<file path="src/rtl/pmem_line_adapter_pkg.sv">
// pmem_line_adapter_pkg: shared LC-3b memory types for the line adapter slice.
// Package lc3b_types provides:
//   lc3b_word            16-bit word type
//   lc3b_line            128-bit cache line type
//   LINE_BEATS           words per cache line
//   LINE_OFFSET_BITS     byte-offset bits inside a line
//   pmem_adapter_state_t line adapter FSM states
package lc3b_types;

    typedef logic [15:0]  lc3b_word;
    typedef logic [127:0] lc3b_line;

    localparam int LINE_BEATS       = 8;
    localparam int LINE_OFFSET_BITS = 4;

    typedef enum logic [1:0] {
        IDLE,
        RD_BEAT,
        WR_BEAT,
        DONE
    } pmem_adapter_state_t;

endpackage

</file>
<file path="src/rtl/pmem_line_adapter_buffer.sv">
// pmem_line_buffer: line-wide register file of BEATS words for the line adapter.
// Ports:
//   clk        rising-edge clock
//   reset_n    synchronous active-low reset, clears every word
//   load       bulk load of load_line (write line capture)
//   load_line  full line, word 0 in the low bits
//   wr_en      single-word write of wr_word into word wr_sel
//   wr_sel     word index for wr_en
//   wr_word    word data for wr_en
//   rd_sel     word index for rd_word
//   rd_word    selected word
//   line       whole buffer contents, word 0 in the low bits
module pmem_line_buffer
    import lc3b_types::*;
#(
    parameter int LINE_BITS = 128,
    parameter int WORD_BITS = 16,
    parameter int BEATS     = LINE_BITS / WORD_BITS,
    parameter int BEAT_BITS = $clog2(BEATS)
) (
    input  logic                 clk,
    input  logic                 reset_n,
    input  logic                 load,
    input  logic [LINE_BITS-1:0] load_line,
    input  logic                 wr_en,
    input  logic [BEAT_BITS-1:0] wr_sel,
    input  logic [WORD_BITS-1:0] wr_word,
    input  logic [BEAT_BITS-1:0] rd_sel,
    output logic [WORD_BITS-1:0] rd_word,
    output logic [LINE_BITS-1:0] line
);

    logic [BEATS-1:0][WORD_BITS-1:0] mem;

    always_ff @(posedge clk) begin
        if (!reset_n)
            mem <= '0;
        else if (load)
            mem <= load_line;
        else if (wr_en)
            mem[wr_sel] <= wr_word;
    end

    assign rd_word = mem[rd_sel];
    assign line    = mem;

endmodule

</file>
<file path="src/rtl/pmem_line_adapter.sv">
// pmem_line_adapter: splits whole-line pmem requests into word transactions on wmem.
// Ports:
//   clk, reset_n        clock and synchronous active-low reset
//   pmem_address        byte address of the requested line
//   pmem_read/write     line requests, held until pmem_resp (write wins if both)
//   pmem_wdata          line to write, word 0 in the low bits
//   pmem_rdata          last completed read line, held between reads
//   pmem_resp           one-cycle completion pulse
//   wmem_address        byte address of the current word
//   wmem_read/write     word request, held until wmem_resp
//   wmem_wdata          word write data
//   wmem_rdata          word read data, valid with wmem_resp
//   wmem_resp           word transaction complete
// Build option: PMEM_POSTED_WRITE_EN responds to writes in the first write beat
// and drains the remaining beats in the background without a DONE pulse.
module pmem_line_adapter
    import lc3b_types::*;
#(
    parameter int LINE_BITS = 128,
    parameter int WORD_BITS = 16,
    parameter int ADDR_BITS = 16
) (
    input  logic                 clk,
    input  logic                 reset_n,
    input  logic [ADDR_BITS-1:0] pmem_address,
    input  logic                 pmem_read,
    input  logic                 pmem_write,
    input  logic [LINE_BITS-1:0] pmem_wdata,
    output logic [LINE_BITS-1:0] pmem_rdata,
    output logic                 pmem_resp,
    output logic [ADDR_BITS-1:0] wmem_address,
    output logic                 wmem_read,
    output logic                 wmem_write,
    output logic [WORD_BITS-1:0] wmem_wdata,
    input  logic [WORD_BITS-1:0] wmem_rdata,
    input  logic                 wmem_resp
);

    localparam int BEATS       = LINE_BITS / WORD_BITS;
    localparam int BEAT_BITS   = $clog2(BEATS);
    localparam int OFFSET_BITS = $clog2(LINE_BITS / 8);
    localparam int WORD_SHIFT  = $clog2(WORD_BITS / 8);
`ifdef PMEM_POSTED_WRITE_EN
    localparam bit POSTED = 1'b1;
`else
    localparam bit POSTED = 1'b0;
`endif

    pmem_adapter_state_t state, next_state;

    logic [BEAT_BITS-1:0] beat;
    logic [ADDR_BITS-1:0] base;
    logic [LINE_BITS-1:0] buf_line;
    logic [LINE_BITS-1:0] rd_line;
    logic [LINE_BITS-1:0] rdata_q;
    logic [WORD_BITS-1:0] buf_word;
    logic                 resp_q;
    logic                 rd_active;
    logic                 wr_active;
    logic                 beat_done;
    logic                 last_beat;
    logic                 accept;

    assign rd_active = (state == RD_BEAT);
    assign wr_active = (state == WR_BEAT);
    assign beat_done = (rd_active || wr_active) && wmem_resp;
    assign last_beat = (beat == BEAT_BITS'(BEATS - 1));
    assign accept    = (state == IDLE) && (pmem_read || pmem_write);

    // One buffer serves both directions: bulk-loaded with the write line on
    // accept, filled word by word during reads.
    pmem_line_buffer #(
        .LINE_BITS (LINE_BITS),
        .WORD_BITS (WORD_BITS)
    ) u_buffer (
        .clk       (clk),
        .reset_n   (reset_n),
        .load      ((state == IDLE) && pmem_write),
        .load_line (pmem_wdata),
        .wr_en     (rd_active && wmem_resp),
        .wr_sel    (beat),
        .wr_word   (wmem_rdata),
        .rd_sel    (beat),
        .rd_word   (buf_word),
        .line      (buf_line)
    );

    always_comb begin
        next_state   = state;
        wmem_read    = rd_active;
        wmem_write   = wr_active;
        wmem_address = (rd_active || wr_active) ? base + (ADDR_BITS'(beat) << WORD_SHIFT) : '0;
        wmem_wdata   = wr_active ? buf_word : '0;
        // The final read word goes straight into the held read line so that
        // pmem_rdata is already valid in the DONE cycle.
        rd_line                          = buf_line;
        rd_line[LINE_BITS-1 -: WORD_BITS] = wmem_rdata;
        case (state)
            IDLE:    next_state = pmem_write ? WR_BEAT : pmem_read ? RD_BEAT : IDLE;
            RD_BEAT: next_state = (beat_done && last_beat) ? DONE : RD_BEAT;
            WR_BEAT: next_state = (beat_done && last_beat) ? (POSTED ? IDLE : DONE) : WR_BEAT;
            DONE:    next_state = IDLE;
            default: next_state = IDLE;
        endcase
    end

    always_ff @(posedge clk) begin
        if (!reset_n) begin
            state   <= IDLE;
            beat    <= '0;
            base    <= '0;
            rdata_q <= '0;
            resp_q  <= 1'b0;
        end else begin
            state <= next_state;
            beat  <= (state == IDLE) ? '0 : beat_done ? beat + 1'b1 : beat;
            if (accept)
                base <= pmem_address & ~ADDR_BITS'((1 << OFFSET_BITS) - 1);
            if (rd_active && beat_done && last_beat)
                rdata_q <= rd_line;
            // DONE lasts one cycle, so entering it gives a single pulse; posted
            // writes pulse in the first write-beat cycle instead.
            resp_q <= (next_state == DONE) || (POSTED && (state == IDLE) && pmem_write);
        end
    end

    assign pmem_rdata = rdata_q;
    assign pmem_resp  = resp_q;

endmodule
</file>
<file path="config.mk">
export PLATFORM = sky130hd
export DESIGN_NAME = pmem_line_adapter
export DESIGN_NICKNAME = d
export VERILOG_FILES = /design/src/rtl/pmem_line_adapter_pkg.sv /design/src/rtl/pmem_line_adapter_buffer.sv /design/src/rtl/pmem_line_adapter.sv
export SDC_FILE = /design/constraint.sdc
export NUM_CORES = 1
export LEC_CHECK = 0
export ABC_AREA = 1
export CAP_MARGIN = 30
export CORE_MARGIN = 1.5
export CORE_UTILIZATION = 41
export CTS_BUF_LIST = sky130_fd_sc_hd__clkbuf_8
export DETAILED_ROUTE_END_ITERATION = 10
export PLACE_DENSITY = 0.66
export SKIP_LAST_GASP = 1
export SYNTH_ARGS = -nofsm -noshare
export SYNTH_HDL_FRONTEND = slang
export SYNTH_HIERARCHICAL = 1
export SYNTH_SLANG_ARGS = --single-unit
</file>
<file path="constraint.sdc">
create_clock -name clk -period 2 [get_ports clk]
set_input_delay 0.4 -clock clk [delete_from_list [all_inputs] [get_ports clk]]
set_output_delay 0.4 -clock clk [all_outputs]
set_load 0.005 [all_outputs]
</file>
==> impl_metrics.tcl <==
set metrics [dict create \
    outcome "finished with violations" \
    violations_in_the_final_reports "negative setup slack" \
    via_per_inst 5.28 \
    synthesis.nets 2342 \
    design.final.nets 2702 \
    per_instance_average_area_after_synthesis_um2 6.39 \
    hold_viol_final 0 \
    n_fill_cell 3153 \
    number_of_enable_type_register_cells_in_the_synthesized_netlist 0 \
    gr-total-overflow 0 \
    dp_hpwl_mm 39.0 \
    peakVddDrop_mv 0.552 \
    final-seq-area_um2 5490 \
    fp.coreArea_um2 33400 \
    cp_common_cell "sky130_fd_sc_hd__nand2_1" \
    clock-skew-final_ns 0.0151 \
    postRouteAntennaNets 0 \
    dieHeight_um 187 \
    detail_route.wirelength_mm 57.5 \
    die_footprint_um2 35000 \
    dp_worst_setup_slack_ns -0.160 \
    numCtsBuffers 49 \
    gr-usage-all-layers_pct 31.0 \
    setup_repair_after_global_routing_missed_its_margin "true" \
    layout_worst_path_cycle_share_pct 124 \
    post_synth_num_cell_types 23 \
    netlist_area_um2 13900 \
    yosys-top-cells-count "670 x sky130_fd_sc_hd__nand2_1, 302 x sky130_fd_sc_hd__nor2_1, 274 x sky130_fd_sc_hd__dfxtp_1" \
    ys_dominant_reg_cell "sky130_fd_sc_hd__dfxtp_1" \
    clk_root_buffer_cell "sky130_fd_sc_hd__clkbuf_8" \
    gp_congestion 0.942 \
    path_cells "buf_12, clkbuf_16, o211ai_1, nand2_1, nand2_1, nand2_1, nand2_1, inv_2, clkbuf_2" \
    drt_iter0_drc 1755 \
    synth.most_common_cell "sky130_fd_sc_hd__nand2_1" \
    worst-path-buf-inv 4 \
    insertedDiodeCount 0 \
    syn2layout_area_growth_pct 41.9 \
    critical_path_s_largest_stage_delay_ns 0.36 \
    cp_top_family "buffers and inverters" \
    timing_max_transition_violations_final 0 \
    worst-setup-path-type "register to primary output" \
    cap_violations 0 \
    cts_tree "built" \
    clk_path_buf_depth 3 \
    pwr_density_nw_per_um2 721 \
    syn_inst 2172 \
    synth-async-reset-ratio_pct 0 \
    clock_sinks 274 \
    grt_pass1_wl_mm 84.7 \
    die_x_um 187 \
    numPortBuffers 322 \
    max_freq_ghz 0.404 \
    initial_cell_density_of_the_core_pct 41.5 \
    vias 15900 \
    static-leakage-power_nw 8.76 \
    antenna_violations_before_repair 3 \
    post-route-min-period_ns 2.48 \
    grt_start_max_net_pins 79 \
    average_wire_length_per_cell_after_detail_routing_um 19.1 \
    synth_area_leader_cell "sky130_fd_sc_hd__dfxtp_1" \
    multiInputGateArea_um2 7020 \
    cp_data_arrival_time_ns 2.08 \
    clk_latency_worst_skew_pair_ns 0.58 \
    seq_area_frac_synth_pct 39.5 \
    final.hold.worst_slack_ns 0.184 \
    via_count_of_the_first_global_routing_pass 14800 \
    largest_cells_by_area_after_synthesis "sky130_fd_sc_hd__dfxtp_1 40%, sky130_fd_sc_hd__nand2_1 18%, sky130_fd_sc_hd__nand3_1 8.9%, sky130_fd_sc_hd__nor2_1 8.2%, sky130_fd_sc_hd__inv_1 4.7%" \
    h_tree_lvl_count 2 \
    worst-endpoint-required_ns 1.60 \
    setup_violations 32 \
    ioPinCount 328 \
    cts.reportedPaths.clkPinSlew_ns 0.06 \
    totalPowerFinal_w 0.0142 \
    startpoint_type "register" \
    synthDominantCellAreaShare_pct 39.5 \
    slowest_stage "sky130_fd_sc_hd__dfxtp_4" \
    endpoint_kind "primary output" \
    row_count 67 \
    crit_path_max_fanout 6 \
    yosysWarnings 6 \
    seq_cells_post_synth 274 \
    first_pass_iters 5 \
    fin_ws_ns -0.477 \
    holdCritPathClass "input pin to register" \
    layout-drive-gt1-share_pct 12.7 \
    drt_drc_violations_left 0 \
]
==> power by group <==
group          internal, W  switching [W]  total (W)
clock              0.00295        0.00247    0.00542
sequential         0.00576       0.000266    0.00603
combinational      0.00123        0.00154    0.00276
==> worst register-to-register path: stages, from the launching register on <==
cell,delay (ns)
sky130_fd_sc_hd__dfxtp_2,0.39
sky130_fd_sc_hd__buf_6,0.20
sky130_fd_sc_hd__buf_4,0.19
sky130_fd_sc_hd__ha_1,0.20
sky130_fd_sc_hd__ha_4,0.25
sky130_fd_sc_hd__buf_4,0.16
sky130_fd_sc_hd__buf_12,0.18
sky130_fd_sc_hd__nand3_1,0.18
sky130_fd_sc_hd__a21oi_1,0.17
==> cells by family after synthesis <==
group | Yosys count | share of synthesized area [%]
compound gates | 306 | 12.2
buf+inv | 340 | 11.2
fa+ha+maj | 5 | 0.451
other cells | 1 | 0.0270
flops | 274 | 39.5
simple gates | 1246 | 36.6
==> worst paths after layout <==
path	from	end	slack (ns)	depth (start not counted)
worst max-delay path	beat[0]	wmem_wdata[10]	-0.48	9
worst min-delay path	reset_n	u_buffer/line[126]	0.18	3
worst max register to register	beat[1]	pmem_rdata[76]	0.01	8
worst min register to register	pmem_rdata[6]	pmem_rdata[6]	0.46	2
==> per-stage QoR <==
step	TNS (ns)	utilization, %	cells	area, µm²
finish	-10.42	58.9	3017	19700
global route	-13.45	58.9	3017	19700
CTS	-14.98	57.6	2999	19300
detailed placement	-7.61	53.8	2886	18000
global placement	-6.24	53.8	2886	18000
floorplan	0	-	2172	13900
==> repair_timing <==
item | in CTS | in global routing
endpoints found under the setup margin | 43 | 174
cloned | 1 | 11
buffers inserted | 24 | 12
hold buffers | 0 | 0
pin swaps | 13 | 67
resized for setup | 104 | 113
==> final cells by class <==
cell class / count / area share (%)
clock buffers: 63 / 4.40
inverters: 175 / 3.41
well taps: 448 / 2.85
flip-flops and latches: 274 / 27.9
multi-input cells: 1558 / 35.7
repair buffers: 474 / 25.1
clock inverters: 25 / 0.692
==> metal layers <==
| layer | global-route usage [%] | wire [µm] | up-vias |
|---|---|---|---|
| li1 | - | - | 7635 |
| met1 | 40.9 | 24100 | 7310 |
| met2 | 49.0 | 25500 | 836 |
| met3 | 6.15 | 5220 | 144 |
| met4 | 14.3 | 2650 | 2 |
| met5 | 0 | 12 | - |
==> state kept, by name, summed over array words and instances, names as in the netlist <==
name           cells
state              2
pmem_resp          1
beat               3
pmem_rdata       128
base              12
u_buffer/line    128
==> cell usage in the layout (no fill, tap or decap), types with 2 or more instances in the layout <==
cell	netlist	final
sky130_fd_sc_hd__ha_4	0	3
sky130_fd_sc_hd__clkbuf_16	0	8
sky130_fd_sc_hd__nand2_1	670	640
sky130_fd_sc_hd__buf_16	0	2
sky130_fd_sc_hd__nor2_2	3	3
sky130_fd_sc_hd__nand2_4	0	11
sky130_fd_sc_hd__nand3_1	247	247
sky130_fd_sc_hd__buf_4	9	86
sky130_fd_sc_hd__dlymetal6s2s_1	0	2
sky130_fd_sc_hd__dfxtp_2	0	3
sky130_fd_sc_hd__dfxtp_1	274	270
sky130_fd_sc_hd__nand4_1	3	3
sky130_fd_sc_hd__inv_2	1	18
sky130_fd_sc_hd__buf_6	24	26
sky130_fd_sc_hd__nand2_2	0	19
sky130_fd_sc_hd__o211ai_1	64	64
sky130_fd_sc_hd__ha_1	5	2
sky130_fd_sc_hd__nand3b_1	16	16
sky130_fd_sc_hd__buf_8	0	6
sky130_fd_sc_hd__inv_1	174	166
sky130_fd_sc_hd__clkbuf_2	0	15
sky130_fd_sc_hd__nor2_1	302	302
sky130_fd_sc_hd__clkbuf_8	0	63
sky130_fd_sc_hd__inv_4	0	4
sky130_fd_sc_hd__buf_12	0	32
sky130_fd_sc_hd__o21ai_0	111	111
sky130_fd_sc_hd__buf_2	51	10
sky130_fd_sc_hd__a21oi_1	130	130
sky130_fd_sc_hd__clkinvlp_4	0	3
sky130_fd_sc_hd__clkinv_2	0	8
sky130_fd_sc_hd__clkdlybuf4s50_1	0	287
sky130_fd_sc_hd__nand3_2	3	2
Note: power is estimated with default switching activity, not from simulation.
